==> src/rtl/mmu_ctrl_pkg.sv <==
// Shared encodings for the MMU mapping controller: FSM states, register
// select codes and status-word layout.
package mmu_ctrl_pkg;

  localparam int unsigned PageNumWidthDefault = 20;

  typedef enum logic [1:0] {
    StKernel = 2'd0,
    StUser   = 2'd1,
    StFault  = 2'd2
  } state_e;

  localparam logic [1:0] WrSelVpage  = 2'd0;
  localparam logic [1:0] WrSelPpage  = 2'd1;
  localparam logic [1:0] WrSelMode   = 2'd2;
  localparam logic [1:0] WrSelClrCnt = 2'd3;

  localparam logic [1:0] RdSelVpage    = 2'd0;
  localparam logic [1:0] RdSelPpage    = 2'd1;
  localparam logic [1:0] RdSelBadvaddr = 2'd2;
  localparam logic [1:0] RdSelStatus   = 2'd3;

  localparam int unsigned StatusStateHi = 31;
  localparam int unsigned StatusStateLo = 30;

endpackage

==> src/rtl/mmu_ctrl.sv <==
// Privileged mapping controller: stages the next user mapping, commits it on
// eret, and drops the MMU back to kernel mode on fault or trap entry.
module mmu_ctrl
  import mmu_ctrl_pkg::*;
#(
  parameter int unsigned PAGE_NUM_WIDTH = PageNumWidthDefault,
  parameter int unsigned CNT_WIDTH      = 16
) (
  input  logic                      clk,
  input  logic                      clr,
  input  logic                      stall,
  input  logic                      wr_en,
  input  logic [1:0]                wr_sel,
  input  logic [31:0]               wr_data,
  input  logic [1:0]                rd_sel,
  output logic [31:0]               rd_data,
  input  logic                      eret,
  input  logic                      trap_i,
  input  logic                      mmu_error_i,
  input  logic [31:0]               fault_vaddr_i,
  input  logic                      fault_ack,
  output logic                      fault_o,
  output logic                      mmu_en_o,
  output logic                      mmu_update_o,
  output logic [PAGE_NUM_WIDTH-1:0] vpage_o,
  output logic [PAGE_NUM_WIDTH-1:0] ppage_o
);

  state_e                    state_q, state_d;
  logic [PAGE_NUM_WIDTH-1:0] next_vpage_q, next_vpage_d;
  logic [PAGE_NUM_WIDTH-1:0] next_ppage_q, next_ppage_d;
  logic                      next_mode_q, next_mode_d;
  logic [31:0]               badvaddr_q, badvaddr_d;
  logic [CNT_WIDTH-1:0]      fault_cnt_q, fault_cnt_d;
  // Committed copies: what the MMU was last told with an update pulse.
  logic [PAGE_NUM_WIDTH-1:0] cur_vpage_q, cur_vpage_d;
  logic [PAGE_NUM_WIDTH-1:0] cur_ppage_q, cur_ppage_d;
  logic                      cur_en_q, cur_en_d;

  logic unused_wr_data;
  assign unused_wr_data = ^wr_data[31:PAGE_NUM_WIDTH];

  always_ff @(posedge clk) begin
    if (clr) begin
      state_q      <= StKernel;
      next_vpage_q <= '0;
      next_ppage_q <= '0;
      next_mode_q  <= 1'b0;
      badvaddr_q   <= '0;
      fault_cnt_q  <= '0;
      cur_vpage_q  <= '0;
      cur_ppage_q  <= '0;
      cur_en_q     <= 1'b0;
    end else begin
      state_q      <= state_d;
      next_vpage_q <= next_vpage_d;
      next_ppage_q <= next_ppage_d;
      next_mode_q  <= next_mode_d;
      badvaddr_q   <= badvaddr_d;
      fault_cnt_q  <= fault_cnt_d;
      cur_vpage_q  <= cur_vpage_d;
      cur_ppage_q  <= cur_ppage_d;
      cur_en_q     <= cur_en_d;
    end
  end

  always_comb begin
    state_d      = state_q;
    next_vpage_d = next_vpage_q;
    next_ppage_d = next_ppage_q;
    next_mode_d  = next_mode_q;
    badvaddr_d   = badvaddr_q;
    fault_cnt_d  = fault_cnt_q;
    cur_vpage_d  = cur_vpage_q;
    cur_ppage_d  = cur_ppage_q;
    cur_en_d     = cur_en_q;
    mmu_update_o = 1'b0;

    if (!stall) begin
      unique case (state_q)
        StKernel: begin
          if (wr_en) begin
            case (wr_sel)
              WrSelVpage:  next_vpage_d = wr_data[PAGE_NUM_WIDTH-1:0];
              WrSelPpage:  next_ppage_d = wr_data[PAGE_NUM_WIDTH-1:0];
              WrSelMode:   next_mode_d  = wr_data[0];
              WrSelClrCnt: fault_cnt_d  = '0;
              default:     ;
            endcase
          end
          // Commit uses the pre-write staged values; a same-cycle write still lands.
          if (eret) begin
            mmu_update_o = 1'b1;
            cur_vpage_d  = next_vpage_q;
            cur_ppage_d  = next_ppage_q;
            cur_en_d     = next_mode_q;
            state_d      = next_mode_q ? StUser : StKernel;
          end
        end
        StUser: begin
          if (mmu_error_i) begin
            badvaddr_d = fault_vaddr_i;
            if (fault_cnt_q != {CNT_WIDTH{1'b1}}) begin
              fault_cnt_d = fault_cnt_q + {{(CNT_WIDTH-1){1'b0}}, 1'b1};
            end
            state_d = StFault;
          end else if (trap_i) begin
            mmu_update_o = 1'b1;
            cur_en_d     = 1'b0;
            state_d      = StKernel;
          end
        end
        StFault: begin
          if (fault_ack) begin
            mmu_update_o = 1'b1;
            cur_en_d     = 1'b0;
            state_d      = StKernel;
          end
        end
        default: state_d = StKernel;
      endcase
    end

    vpage_o  = cur_vpage_d;
    ppage_o  = cur_ppage_d;
    mmu_en_o = cur_en_d;

    // Reset forces the MMU off regardless of state.
    if (clr) begin
      mmu_update_o = 1'b1;
      mmu_en_o     = 1'b0;
      vpage_o      = '0;
      ppage_o      = '0;
    end
  end

  assign fault_o = (state_q == StFault) && !clr;

  always_comb begin
    rd_data = '0;
    case (rd_sel)
      RdSelVpage:    rd_data = 32'(next_vpage_q);
      RdSelPpage:    rd_data = 32'(next_ppage_q);
      RdSelBadvaddr: rd_data = badvaddr_q;
      RdSelStatus: begin
        rd_data[CNT_WIDTH-1:0]             = fault_cnt_q;
        rd_data[StatusStateHi:StatusStateLo] = state_q;
      end
      default:       rd_data = '0;
    endcase
  end

endmodule

==> config.mk <==
export PLATFORM = sky130hd
export DESIGN_NAME = mmu_ctrl
export DESIGN_NICKNAME = d
export VERILOG_FILES = /design/src/rtl/mmu_ctrl_pkg.sv /design/src/rtl/mmu_ctrl.sv
export SDC_FILE = /design/constraint.sdc
export NUM_CORES = 1
export LEC_CHECK = 0
export ABC_AREA = 0
export BUFFER_PORTS_ARGS = -buffer_cell sky130_fd_sc_hd__buf_2
export CORE_UTILIZATION = 45
export DETAILED_ROUTE_END_ITERATION = 7
export PLACE_DENSITY = 0.73
export SYNTH_ARGS = -nofsm -noshare
export SYNTH_HDL_FRONTEND = slang
export SYNTH_SLANG_ARGS = --single-unit
==> constraint.sdc <==
create_clock -name clk -period 2 [get_ports clk]
set_input_delay 0.4 -clock clk [delete_from_list [all_inputs] [get_ports clk]]
set_output_delay 0.4 -clock clk [all_outputs]
set_load 0.01 [all_outputs]
==> flow_summary.json <==
{
  "status": "finished with violations",
  "violations": "negative setup slack",
  "cts_tree": "done",
  "row_count": 40,
  "hold_buffers": 0,
  "placedInstanceArea_um2": 6670,
  "path_clk_slew_ns": 0.06,
  "drcViolationCount": 0,
  "max_freq_mhz": 451,
  "worstMarginPinSlew_ns": 0.614,
  "die_w_um": 114,
  "ctsRootBufferMaster": "clkbuf_16",
  "cp.required_ns": 1.60,
  "drv_slew": 0,
  "seq_area_frac_synth": 0.470,
  "cp_cell_sequence": "buf_6 > or4bb_1 > o311ai_2 > o22ai_1 > buf_2",
  "post_route_cells_drive_above_1_share": 0.318,
  "portBuffers": 138,
  "vias": 5711,
  "synthToLayoutAreaGrowth_pct": 33.7,
  "wl_per_cell_um": 17.6,
  "hold_slack_ns": 0.216,
  "netlist_area_um2": 5630,
  "clock_skew_ns": 0.00424,
  "grt_pass1_wl_mm": 27.0,
  "die_h_um": 114,
  "gp_congestion": 0.976,
  "postRouteAntennaNets": 0,
  "place_worst_setup_slack_ns": -0.0712,
  "setup_viol": 42,
  "synthArstFlopShare": 0,
  "worst_ep_arrival_time_ns": 1.82,
  "syn_nets": 766,
  "switching_share": 0.221,
  "via_per_inst": 5.61,
  "switching_power_uw": 1350,
  "grt_pass1_vias": 5417,
  "hpwl_mm": 11.8,
  "drt_wl_total_mm": 17.9,
  "antenna_found_initial": 0,
  "crit_fanout": 5,
  "ys.flop_type": "dfxtp_1",
  "rsz0062_at_grt": "yes",
  "synth_cell_type_count": 49,
  "max-cap-violations": 0,
  "grt_max_degree": 53,
  "num_io_pins": 151,
  "first_pass_iters": 5,
  "fin_cells": 1018,
  "power_uw": 6130,
  "clk_latency_ns": 0.42,
  "hold_path_class": "primary input to flop",
  "hold_violations": 0,
  "nNetsFinal": 914,
  "synth.avg_cell_area_um2": 8.17,
  "max_stage_delay_ns": 0.51,
  "fin_crit_sh": 1.11,
  "htree_num_levels": 4,
  "synth_edf_count": 0,
  "die-area_um2": 13000,
  "pwr-share-clk": 0.501,
  "synth-seq-cells": 132,
  "drt_iter0_markers": 571,
  "final_area_um2": 7530,
  "start_util": 0.465,
  "power_leakage_uw": 0.00295,
  "pwr-share-comb": 0.063,
  "setup_slack_ns": -0.219,
  "max_slew_margin": 0.590,
  "cts_max_path_buffers": 2,
  "synthCells": 689,
  "grt_usage": 0.270,
  "grt-ovfl-total": 0,
  "pwr-share-seq": 0.436,
  "antenna_cells": 0,
  "numCtsBuffers": 17,
  "path_class": "flop to primary output",
  "cpMaxStageDelayCell": "or4bb_1",
  "end_kind": "primary output",
  "clock_sinks": 132,
  "start_kind": "flop",
  "place_inst": 978,
  "fp.coreArea_um2": 12100,
  "yosysWarnings": 0,
  "ir_drop_uv": 423,
  "p_per_area_nw_per_um2": 815,
  "fin_crit_ns": 2.22,
  "p_int_uw": 4780
}
## Yosys cell counts, types with 2 or more instances
cell	n	share of area
nand2_1	240	0.16
dfxtp_1	132	0.47
a21oi_1	121	0.11
clkbuf_1	35	0.023
buf_2	18	0.016
mux4_2	16	0.064
and2_1	13	0.014
a31oi_1	8	0.0089
nor2_1	8	0.0053
o21ai_0	8	0.0071
mux2i_1	7	0.012
nor2b_1	7	0.0078
nor3_1	7	0.0062
nand3_1	5	0.0044
o21ai_1	5	0.0044
o31ai_1	5	0.0067
nand4_1	4	0.0044
o311ai_1	4	0.0062
and3_1	3	0.0033
and4_1	3	0.0047
inv_1	3	0.0020
or3_1	3	0.0033
a211oi_1	2	0.0027
a311oi_1	2	0.0031
a41oi_1	2	0.0031
nand4_2	2	0.0044
nand4b_1	2	0.0031
o41ai_1	2	0.0031
or4b_1	2	0.0036
## cells by family (layout without fill, tap and decap cells)
| kind of cell | count (synthesis) | in the layout | share of synthesized area |
|---|---|---|---|
| flops | 132 | 132 | 0.470 |
| mux | 23 | 23 | 0.0765 |
| simple gates | 311 | 311 | 0.248 |
| buf+inv | 58 | 219 | 0.0436 |
| compound gates | 164 | 164 | 0.160 |
| fa+ha+maj | 1 | 1 | 0.00222 |
## state kept, by name (all words and copies together), names as in the netlist
name and count:
next_vpage_q 20, cur_en_q 1, cur_vpage_q 20, badvaddr_q 32
cur_ppage_q 20, next_mode_q 1, fault_cnt_q 16, next_ppage_q 20
state_q 2
## metal layers
metal	up-vias	routed length (um)	global-route usage
met5	-	0	0
li1	2666	-	-
met4	0	410	0.113
met1	2712	7410	0.340
met2	292	8550	0.446
met3	41	1510	0.0611
## worst max-delay path, delay by kind of cell (launching register included)
kind,cells,cell delay [ns]
buffers and inverters,2,0.28
flip-flops,1,0.36
AO/OA/AOI/OAI,2,0.25
AND/OR/NAND/NOR,1,0.51
## through the flow
| stage | TNS, ns | util |
|---|---|---|
| 2_1_floorplan | -2.30 | - |
| 3_3_place_gp | -0.0540 | 0.551 |
| 3_5_place_dp | -0.277 | 0.551 |
| 4_1_cts | -8.01 | 0.606 |
| 5_1_grt | -10.95 | 0.621 |
| 6_report | -6.99 | 0.621 |
## final timing paths
kind	start	end	slack, ns	depth (start not counted)
setup / recovery	state_q[0]$_SDFFE_PP0P_	mmu_en_o	-0.22	5
hold / removal	fault_vaddr_i[21]	badvaddr_q[21]$_SDFFE_PP0P_	0.22	3
hold reg to reg	badvaddr_q[28]$_SDFFE_PP0P_	badvaddr_q[28]$_SDFFE_PP0P_	0.45	2
setup reg to reg	state_q[0]$_SDFFE_PP0P_	next_vpage_q[0]$_SDFFE_PP0P_	0.08	6
## power groups by stage
| stage | Sequential, uW | Combinational (uW) | Clock [uW] |
|---|---|---|---|
| after floorplan | 2720 | 170 | 0 |
| final | 2670 | 383 | 3070 |
| after detailed placement | 2730 | 336 | 0 |
| after global routing | 2670 | 409 | 3220 |
| after global placement | 2730 | 328 | 0 |
| after CTS | 2670 | 353 | 3100 |
## layout by cell type, fill, tap and decap left out, drive strengths merged, types with 4 or more instances in the layout
master    n
nand2   240
buf     182
dfxtp   132
a21oi   121
clkbuf   26
mux4     16
and2     13
o21ai    13
a31oi     8
nor2      8
nor2b     7
mux2i     7
nor3      7
nand4     6
nand3     5
o31ai     5
o311ai    5
or3       4
clkinv    4
## what timing repair did
action                                  CTS  global route
setup buffers                             0             4
cloned                                    1             3
endpoints found under the setup margin   42            46
hold endpoints to repair                  0             0
gates resized for setup                  18            24
pin swaps                                 5             2
## area by class of cell
cell class                 instances  area, um2
timing repair buffer             184       1190
multi-input combinational        499       2880
clock buffer                      24        492
inverter                           3       11.3
tap                              168        210
fill                            1050       4590
clock inverter                     8       98.8
sequential                       132       2650
Power figures use the tool's default switching activity.
